`config.mk`:
```
export PLATFORM = sky130hd
export DESIGN_NAME = ai_host_master_flat
export DESIGN_NICKNAME = d
export VERILOG_FILES = /design/src/rtl/ai_host_master_if.sv /design/src/rtl/ai_host_master.sv /design/src/flat_wrapper.sv
export SDC_FILE = /design/constraint.sdc
export NUM_CORES = 1
export LEC_CHECK = 0
export CAP_MARGIN = 20
export CORE_MARGIN = 2
export CORE_UTILIZATION = 51
export CTS_CLUSTER_DIAMETER = 120
export CTS_CLUSTER_SIZE = 20
export DETAILED_ROUTE_END_ITERATION = 7
export PLACE_DENSITY = 0.86
export SYNTH_ARGS = -nofsm -noshare
export SYNTH_HDL_FRONTEND = slang
export SYNTH_SLANG_ARGS = --single-unit
```
`constraint.sdc`:
```
create_clock -name clock -period 12.8 [get_ports clock]
set_clock_uncertainty 0.1 [all_clocks]
set_input_delay 2.56 -clock clock [delete_from_list [all_inputs] [get_ports clock]]
set_output_delay 2.56 -clock clock [all_outputs]
set_load 0.1 [all_outputs]
```
`src/rtl/ai_host_master_if.sv`:
```
// Signal bundle between game logic, the ai_host_master block and the
// Avalon-MM AI accelerator. The "master" modport is the view taken by
// ai_host_master (it masters the Avalon bus and serves the game request);
// the "slave" modport is the view of everything around it.
interface ai_host_master_if;
    // Game-side request and board snapshot inputs
    logic         req;
    logic [99:0]  fired_in;
    logic [99:0]  hits_in;
    logic [4:0]   ships_in;

    // Game-side status / result
    logic         busy;
    logic         done;
    logic [6:0]   target_index;
    logic         err;

    // Avalon-MM bus to the accelerator
    logic [2:0]   avm_address;
    logic         avm_write;
    logic         avm_read;
    logic [63:0]  avm_writedata;
    logic [63:0]  avm_readdata;
    logic         avm_waitrequest;

    modport master (
        input  req,
        input  fired_in,
        input  hits_in,
        input  ships_in,
        input  avm_readdata,
        input  avm_waitrequest,
        output busy,
        output done,
        output target_index,
        output err,
        output avm_address,
        output avm_write,
        output avm_read,
        output avm_writedata
    );

    modport slave (
        output req,
        output fired_in,
        output hits_in,
        output ships_in,
        output avm_readdata,
        output avm_waitrequest,
        input  busy,
        input  done,
        input  target_index,
        input  err,
        input  avm_address,
        input  avm_write,
        input  avm_read,
        input  avm_writedata
    );
endinterface

```
`src/rtl/ai_host_master.sv`:
```
// ai_host_master: takes a one-cycle shot request from game logic, snapshots
// the board, pushes it to the AI accelerator over Avalon-MM, kicks off the
// computation, waits for it (with a timeout), reads back the recommended
// cell and reports it with a one-cycle done pulse.
module ai_host_master #(
    parameter int unsigned TIMEOUT_CYCLES = 4095
) (
    input  logic             clock,
    input  logic             reset,
    ai_host_master_if.master bus
);

    typedef enum logic [3:0] {
        S_IDLE,
        S_WR_F0,
        S_WR_F1,
        S_WR_H0,
        S_WR_H1,
        S_WR_SHIPS,
        S_WR_START,
        S_WAIT_ACK,
        S_WAIT_DONE,
        S_RD,
        S_FINISH
    } state_t;

    // Accelerator register map
    localparam logic [2:0] ADDR_CTRL   = 3'd0;  // write: start, read: result
    localparam logic [2:0] ADDR_FIRED0 = 3'd1;
    localparam logic [2:0] ADDR_FIRED1 = 3'd2;
    localparam logic [2:0] ADDR_HITS0  = 3'd3;
    localparam logic [2:0] ADDR_HITS1  = 3'd4;
    localparam logic [2:0] ADDR_SHIPS  = 3'd5;

    localparam logic [11:0] TIMEOUT_LIMIT = 12'(TIMEOUT_CYCLES);
    localparam logic [6:0]  LAST_CELL     = 7'd99;

    state_t        state_q;
    logic [99:0]   fired_q;
    logic [99:0]   hits_q;
    logic [4:0]    ships_q;
    logic          busy_q;
    logic          done_q;
    logic          err_q;
    logic [6:0]    target_q;
    logic [2:0]    avm_address_q;
    logic          avm_write_q;
    logic          avm_read_q;
    logic [63:0]   avm_writedata_q;
    logic [11:0]   wait_cnt_q;
    logic [11:0]   wait_cnt_d;

    logic          xfer_ok;
    logic          timeout_hit;
    logic [6:0]    rd_value;

    // The low half of the fired snapshot is sent straight from the input
    // on the acceptance edge, so its stored copy is never read back.
    logic          unused_bits;
    assign unused_bits = ^{fired_q[49:0], bus.avm_readdata[63:7]};

    // Wait counter next value and transfer/timeout qualifiers
    always_comb begin
        wait_cnt_d  = wait_cnt_q + 12'd1;
        timeout_hit = (wait_cnt_d == TIMEOUT_LIMIT);
        xfer_ok     = ~bus.avm_waitrequest;
        rd_value    = bus.avm_readdata[6:0];
    end

    // Request sequencer: FSM with all bus and status outputs registered
    always_ff @(posedge clock or posedge reset) begin
        if (reset) begin
            state_q         <= S_IDLE;
            fired_q         <= '0;
            hits_q          <= '0;
            ships_q         <= '0;
            busy_q          <= 1'b0;
            done_q          <= 1'b0;
            err_q           <= 1'b0;
            target_q        <= '0;
            avm_address_q   <= '0;
            avm_write_q     <= 1'b0;
            avm_read_q      <= 1'b0;
            avm_writedata_q <= '0;
            wait_cnt_q      <= '0;
        end else begin
            done_q <= 1'b0;
            case (state_q)
                S_IDLE: begin
                    if (bus.req) begin
                        fired_q <= bus.fired_in;
                        hits_q  <= bus.hits_in;
                        ships_q <= bus.ships_in;
                        if (bus.ships_in == 5'd0) begin
                            // Nothing afloat: no point asking the accelerator.
                            // busy never rises; done arrives next cycle.
                            state_q  <= S_FINISH;
                            done_q   <= 1'b1;
                            err_q    <= 1'b1;
                            target_q <= '0;
                        end else begin
                            // First beat is launched from the live inputs,
                            // which equal the snapshot taken on this edge.
                            state_q         <= S_WR_F0;
                            busy_q          <= 1'b1;
                            avm_write_q     <= 1'b1;
                            avm_address_q   <= ADDR_FIRED0;
                            avm_writedata_q <= {14'd0, bus.fired_in[49:0]};
                        end
                    end
                end

                S_WR_F0: begin
                    if (xfer_ok) begin
                        state_q         <= S_WR_F1;
                        avm_address_q   <= ADDR_FIRED1;
                        avm_writedata_q <= {14'd0, fired_q[99:50]};
                    end
                end

                S_WR_F1: begin
                    if (xfer_ok) begin
                        state_q         <= S_WR_H0;
                        avm_address_q   <= ADDR_HITS0;
                        avm_writedata_q <= {14'd0, hits_q[49:0]};
                    end
                end

                S_WR_H0: begin
                    if (xfer_ok) begin
                        state_q         <= S_WR_H1;
                        avm_address_q   <= ADDR_HITS1;
                        avm_writedata_q <= {14'd0, hits_q[99:50]};
                    end
                end

                S_WR_H1: begin
                    if (xfer_ok) begin
                        state_q         <= S_WR_SHIPS;
                        avm_address_q   <= ADDR_SHIPS;
                        avm_writedata_q <= {59'd0, ships_q};
                    end
                end

                S_WR_SHIPS: begin
                    if (xfer_ok) begin
                        state_q         <= S_WR_START;
                        avm_address_q   <= ADDR_CTRL;
                        avm_writedata_q <= '0;
                    end
                end

                S_WR_START: begin
                    if (xfer_ok) begin
                        state_q     <= S_WAIT_ACK;
                        avm_write_q <= 1'b0;
                        wait_cnt_q  <= '0;
                    end
                end

                // Accelerator signals "computing" by raising waitrequest
                S_WAIT_ACK: begin
                    wait_cnt_q <= wait_cnt_d;
                    if (bus.avm_waitrequest) begin
                        state_q <= S_WAIT_DONE;
                    end else if (timeout_hit) begin
                        state_q  <= S_FINISH;
                        busy_q   <= 1'b0;
                        done_q   <= 1'b1;
                        err_q    <= 1'b1;
                        target_q <= '0;
                    end
                end

                // Computation finished once waitrequest falls again; a
                // result arriving on the timeout cycle itself still wins.
                S_WAIT_DONE: begin
                    wait_cnt_q <= wait_cnt_d;
                    if (!bus.avm_waitrequest) begin
                        state_q       <= S_RD;
                        avm_read_q    <= 1'b1;
                        avm_address_q <= ADDR_CTRL;
                    end else if (timeout_hit) begin
                        state_q  <= S_FINISH;
                        busy_q   <= 1'b0;
                        done_q   <= 1'b1;
                        err_q    <= 1'b1;
                        target_q <= '0;
                    end
                end

                S_RD: begin
                    if (xfer_ok) begin
                        state_q    <= S_FINISH;
                        avm_read_q <= 1'b0;
                        busy_q     <= 1'b0;
                        done_q     <= 1'b1;
                        if (rd_value > LAST_CELL) begin
                            err_q    <= 1'b1;
                            target_q <= '0;
                        end else begin
                            err_q    <= 1'b0;
                            target_q <= rd_value;
                        end
                    end
                end

                // done is high during this state; any req here is dropped
                S_FINISH: begin
                    state_q <= S_IDLE;
                end

                default: begin
                    state_q <= S_IDLE;
                end
            endcase
        end
    end

    assign bus.busy          = busy_q;
    assign bus.done          = done_q;
    assign bus.err           = err_q;
    assign bus.target_index  = target_q;
    assign bus.avm_address   = avm_address_q;
    assign bus.avm_write     = avm_write_q;
    assign bus.avm_read      = avm_read_q;
    assign bus.avm_writedata = avm_writedata_q;

endmodule
```
`src/flat_wrapper.sv`:
```
// flat-port wrapper written by rule: the top's interface ports become plain ports
module ai_host_master_flat 
#(
    parameter int unsigned TIMEOUT_CYCLES = 4095
)
  (clock, reset, bus_req, bus_fired_in, bus_hits_in, bus_ships_in, bus_avm_readdata, bus_avm_waitrequest, bus_busy, bus_done, bus_target_index, bus_err, bus_avm_address, bus_avm_write, bus_avm_read, bus_avm_writedata);
  ai_host_master_if bus_i ();
  input  logic clock;
  input  logic reset;
  input wire logic [$bits(bus_i.req)-1:0] bus_req;
  input wire logic [$bits(bus_i.fired_in)-1:0] bus_fired_in;
  input wire logic [$bits(bus_i.hits_in)-1:0] bus_hits_in;
  input wire logic [$bits(bus_i.ships_in)-1:0] bus_ships_in;
  input wire logic [$bits(bus_i.avm_readdata)-1:0] bus_avm_readdata;
  input wire logic [$bits(bus_i.avm_waitrequest)-1:0] bus_avm_waitrequest;
  output wire logic [$bits(bus_i.busy)-1:0] bus_busy;
  output wire logic [$bits(bus_i.done)-1:0] bus_done;
  output wire logic [$bits(bus_i.target_index)-1:0] bus_target_index;
  output wire logic [$bits(bus_i.err)-1:0] bus_err;
  output wire logic [$bits(bus_i.avm_address)-1:0] bus_avm_address;
  output wire logic [$bits(bus_i.avm_write)-1:0] bus_avm_write;
  output wire logic [$bits(bus_i.avm_read)-1:0] bus_avm_read;
  output wire logic [$bits(bus_i.avm_writedata)-1:0] bus_avm_writedata;
  assign bus_i.req = bus_req;
  assign bus_i.fired_in = bus_fired_in;
  assign bus_i.hits_in = bus_hits_in;
  assign bus_i.ships_in = bus_ships_in;
  assign bus_i.avm_readdata = bus_avm_readdata;
  assign bus_i.avm_waitrequest = bus_avm_waitrequest;
  assign bus_busy = bus_i.busy;
  assign bus_done = bus_i.done;
  assign bus_target_index = bus_i.target_index;
  assign bus_err = bus_i.err;
  assign bus_avm_address = bus_i.avm_address;
  assign bus_avm_write = bus_i.avm_write;
  assign bus_avm_read = bus_i.avm_read;
  assign bus_avm_writedata = bus_i.avm_writedata;
  ai_host_master #(.TIMEOUT_CYCLES(TIMEOUT_CYCLES)) u_core (.clock(clock), .reset(reset), .bus(bus_i));
endmodule
```
; ---- Yosys cells after proc, flatten, opt, wreduce, memory -nomap -nowiden
; Cells that the tools add are included.
[word_totals]
word_cells = 122
regBits = 300
out_inout_bits = 79
[op_classes]
n_eq_ne = 24
n_addsub = 1
reduce_logical = 19
n_lt_le_gt_ge = 1
n_mux = 64
[op_table]
columns = op, n
row1 = $mux 64, 7
row2 = $pmux 64 s6, 1
row3 = $mux 7, 7
row4 = $mux 4, 12
row5 = $pmux 4 s10, 1
row6 = $pmux 7 s4, 1
row7 = $ne 2x2->1 const B, 13
row8 = $pmux 12 s2, 1
row9 = $reduce_and 8->1, 3
row10 = $mux 3, 7
row11 = $mux 1, 20
row12 = $pmux 3 s6, 1
row13 = $eq 4x3->1 const B, 4
row14 = $add 12x1->12 const B, 1
row15 = $eq 12x12->1 const B, 1
row16 = $mux 12, 1
row17 = $pmux 1 s4, 3
row18 = $reduce_and 6->1, 2
row19 = $reduce_bool 6->1, 2
row20 = $eq 4x2->1 const B, 2
row21 = $eq 4x4->1 const B, 2
row22 = $gt 7x7->1 const B, 1
row23 = $reduce_bool 2->1, 3
row24 = $logic_not 5->1, 1
row25 = other kinds (9), 12

; ---- Longest topological paths before layout
[logic_depth]
word_depth = 5
ltp_mapped = 9
mapped_depth_nobuf = 7

; ---- Least setup slack after synthesis
; Ideal clock, no wire load.
[synth_path]
path_kind = input-to-reg
start = input bus_ships_in[1]
end = register u_core.avm_address_q[0] (netlist: u_core.bus.avm_address[0])
t_arrival_ns = 3.962
setup_slack_ns = 8.613
stages = 6
t_required_ns = 12.574
cell_sequence = or4_1 > clkbuf_2 > nor2_1 > o32ai_1 > a21oi_2 > mux2_2
[synth_between]
elab_chain_len = 3
[synth_lines]
columns = element, line_no
row1 = from (decl), flat_wrapper.sv:13  ; input wire logic [$bits(bus_i.ships_in)-1:0] bus_ships_in;
row2 = $logic_not 5->1, ai_host_master.sv:94  ; if (bus.ships_in == 5'd0) begin
row3 = $ne 2x2->1 (no line), --
row4 = $reduce_and 8->1 (no line), --
row5 = to (signal assigned), ai_host_master.sv:107  ; avm_address_q <= ADDR_FIRED0;
row6 = to (signal assigned), ai_host_master.sv:116  ; avm_address_q <= ADDR_FIRED1;
row7 = to (signal assigned), ai_host_master.sv:124  ; avm_address_q <= ADDR_HITS0;
row8 = to (decl), ai_host_master.sv:46  ; logic [2:0] avm_address_q;
; No other way between the ends.
; A chain may end at the register's enable or synchronous reset.

; ---- Final worst setup path
[layout_path]
start = input bus_req
end = register u_core.fired_q[61]
[layout_between]
elab_chain_len = 1
[layout_lines]
columns = element, line_no
row1 = from (decl), flat_wrapper.sv:10  ; input wire logic [$bits(bus_i.req)-1:0] bus_req;
row2 = $reduce_and 2->1 (no line), --
row3 = to (signal assigned), ai_host_master.sv:91  ; fired_q <= bus.fired_in;
row4 = to (decl), ai_host_master.sv:39  ; logic [99:0] fired_q;
; No other way between the ends.

==> results.ini <==
[power]
switching_share_pct=47.0
ir_worst_vdd_v=0.000209
p_switching_mw=1.93
power_density_nw_per_um2=280
p_int_mw=2.17
leakage_nw=6.07
clock_power_share_pct=11.6
p_total_mw=4.09
comb_power_share_pct=55.5
seq_power_share_pct=32.9

[global_routing]
top_usage_layer=met2
grt_max_degree=89
gr-total-overflow=0
antenna_found_initial=2
met2_usage_pct=43.8
grt_pass1_vias=8921
met3_usage_pct=6.38
grt_pass1_wl_mm=48.1
use_met1_pct=32.2
grt_usage_pct=25.5

[place]
hpwl_mm=20.3
dp.cells=1450
pre_cts_slack_ns=7.12
gp_congestion=0.814
io_buffers=280
dpl_cell_area_um2=14200

[layout]
final_layout_size_suffix_gt1_share_pct=21.2
area_delta_synth_final_pct=29.2
fin_util_pct=67.1
postLayoutCellArea_um2=14600
nets=1463
final_cells=1470

[worst_setup_path]
slowest_delay_ns=0.90
path_cells=clkdlybuf4s50_1 -> nand2_4 -> buf_4 -> mux2_2
end_kind=flop
start_kind=primary input
slowest_stage=buf_4
crit_type=primary input to flop
critPathMaxFanout=81
cp_data_arrival_time_ns=5.41
cp.required_ns=13.06

[yosys]
synthTopCellsByArea=dfrtp_1, mux2_2, a22o_1
ys_async_sr_fraction_pct=100
synth_area_um2=11300
ys.flop_type=dfrtp_1
yosys.area.top_type=dfrtp_1
synth_top_area_share_pct=52.1
yosys-top-cells-count=dfrtp_1, mux2_2, nor2_1
synth_edf_count=0
yosysWarnings=0
yosys_register_bits=236
ys_types=62
synth_seq_area_share_pct=52.1
yosysMostFrequentCell=dfrtp_1
synth_area_per_cell_um2=11.9
synth_cells=955

[floorplan]
start_util_pct=51.9
dieArea_um2=23400
io_pins=352
fp.coreArea_um2=21800
die-width_um=153
core.rowCount=54
die_h_um=153

[sta]
slew_headroom_pct=26.4
setup_viol_count_final=0
rsz0062_at_grt=no
final.setup.tns_ns=0
worstMarginPinSlew_ns=1.10
whs_ns=0.396
drv_slew=0
period_share_pct=40.3
min_period_ns=5.16
fmax_mhz=194
finalHoldViolCount=0
setup_slack_ns=7.64

[worst_hold_path]
hold_class=flop to flop

[routing]
drtIter0Drc=535
viasPerCell=5.85
drc=0
routed_wl_mm=30.6
route.vias.total=8606
drt_pass1_iterations=5
wl_per_cell_um=20.8
drt.antenna.violating_nets=0

[clock_tree]
cts.path.max_buffers=3
tritoncts=built
cts-root-buf=clkbuf_16
h-tree-depth=1
numCtsBuffers=15
hold_buffers=0
clock_latency_ns=0.48
cts_sinks=236
clk_pin_slew_worst_paths_ns=0.08
postCtsResizedCells=0
post-cts-setup-buffer-count=0

[status]
outcome=completed

[flow_run]
max-cap-violations=0

-- final cells by class --
class / count / area [µm²]
Sequential cell: 236 / 5910
Fill cell: 1630 / 7190
Tap cell: 280 / 350
Inverter: 6 / 30.0
Clock inverter: 1 / 30.0
Multi-Input combinational cell: 637 / 5020
Timing Repair Buffer: 292 / 2910
Antenna cell: 2 / 5.00
Clock buffer: 16 / 379
-- cell families (layout without fill, tap and decap cells) --
kind of cell / Yosys count / in the layout / synth area share, %
AND/OR/NAND/NOR: 161 / 161 / 7.18
buffers and inverters: 95 / 315 / 4.42
adder cells (fa/ha/maj): 2 / 2 / 0.221
multiplexers: 210 / 210 / 20.8
AO/OA/AOI/OAI: 247 / 247 / 15.0
XOR/XNOR: 3 / 3 / 0.232
other: 1 / 16 / 0.0331
flip-flops: 236 / 236 / 52.1
-- worst max-delay path, delay by kind of cell --
family                 cells  cell delay (ns)
muxes                      1             0.43
buffers and inverters      2             1.50
and+or+nand+nor            1             0.81
-- power by group through the flow --
stage	Clock, mW	Sequential (mW)	Combinational [mW]
2_1_floorplan	0	2.01	1.04
3_3_place_gp	0	1.33	2.23
3_5_place_dp	0	1.35	2.27
4_1_cts	0.488	1.34	2.28
5_1_grt	0.512	1.39	2.40
6_report	0.474	1.35	2.27
-- path summary, 6_finish.rpt --
| kind | start | end | slack (ns) | depth (start not counted) |
|---|---|---|---|---|
| worst max-delay path | bus_req | u_core.fired_q[61]$_DFFE_PP0P_ | 7.64 | 4 |
| worst min-delay path | u_core.wait_cnt_q[11]$_DFFE_PP0P_ | u_core.wait_cnt_q[11]$_DFFE_PP0P_ | 0.40 | 1 |
| worst max register to register | u_core.state_q[1]$_DFFE_PP0P_ | u_core.bus.avm_writedata[19]$_DFFE_PP0P_ | 9.27 | 7 |
| worst min register to register | u_core.wait_cnt_q[11]$_DFFE_PP0P_ | u_core.wait_cnt_q[11]$_DFFE_PP0P_ | 0.40 | 1 |
| max in group asynchronous | reset | u_core.state_q[1]$_DFFE_PP0P_ | 8.33 | 4 |
| min in group asynchronous | reset | u_core.hits_q[20]$_DFFE_PP0P_ | 2.46 | 2 |
-- flip-flops by register name (all words and copies together), names as in the netlist --
register,count
u_core.bus.avm_writedata,50
u_core.bus.done,1
u_core.ships_q,5
u_core.bus.target_index,7
u_core.wait_cnt_q,12
u_core.bus.avm_address,3
u_core.hits_q,100
u_core.state_q,4
u_core.bus.avm_read,1
u_core.bus.err,1
u_core.bus.avm_write,1
u_core.bus.busy,1
u_core.fired_q,50
-- layer usage --
layer / up-vias / part of all wire [%]
met2: 336 / 49
met5: - / 0
met4: 0 / 2.7
met1: 4298 / 40
li1: 3922 / -
met3: 50 / 8.0
-- layout by cell type (no fill, tap or decap), drive strengths merged, types with 12 or more instances in the layout --
cell           synthesis  final
dfrtp                236    236
clkbuf                32     16
a22o                  50     50
buf                   57     12
mux2                 203    203
a21oi                 61     61
o21ai                 37     37
conb                   1     14
nor2                  75     75
clkdlybuf4s50          0    280
a22oi                 53     53
nand2                 33     33
No activity file was read; power rests on OpenSTA's default activity.
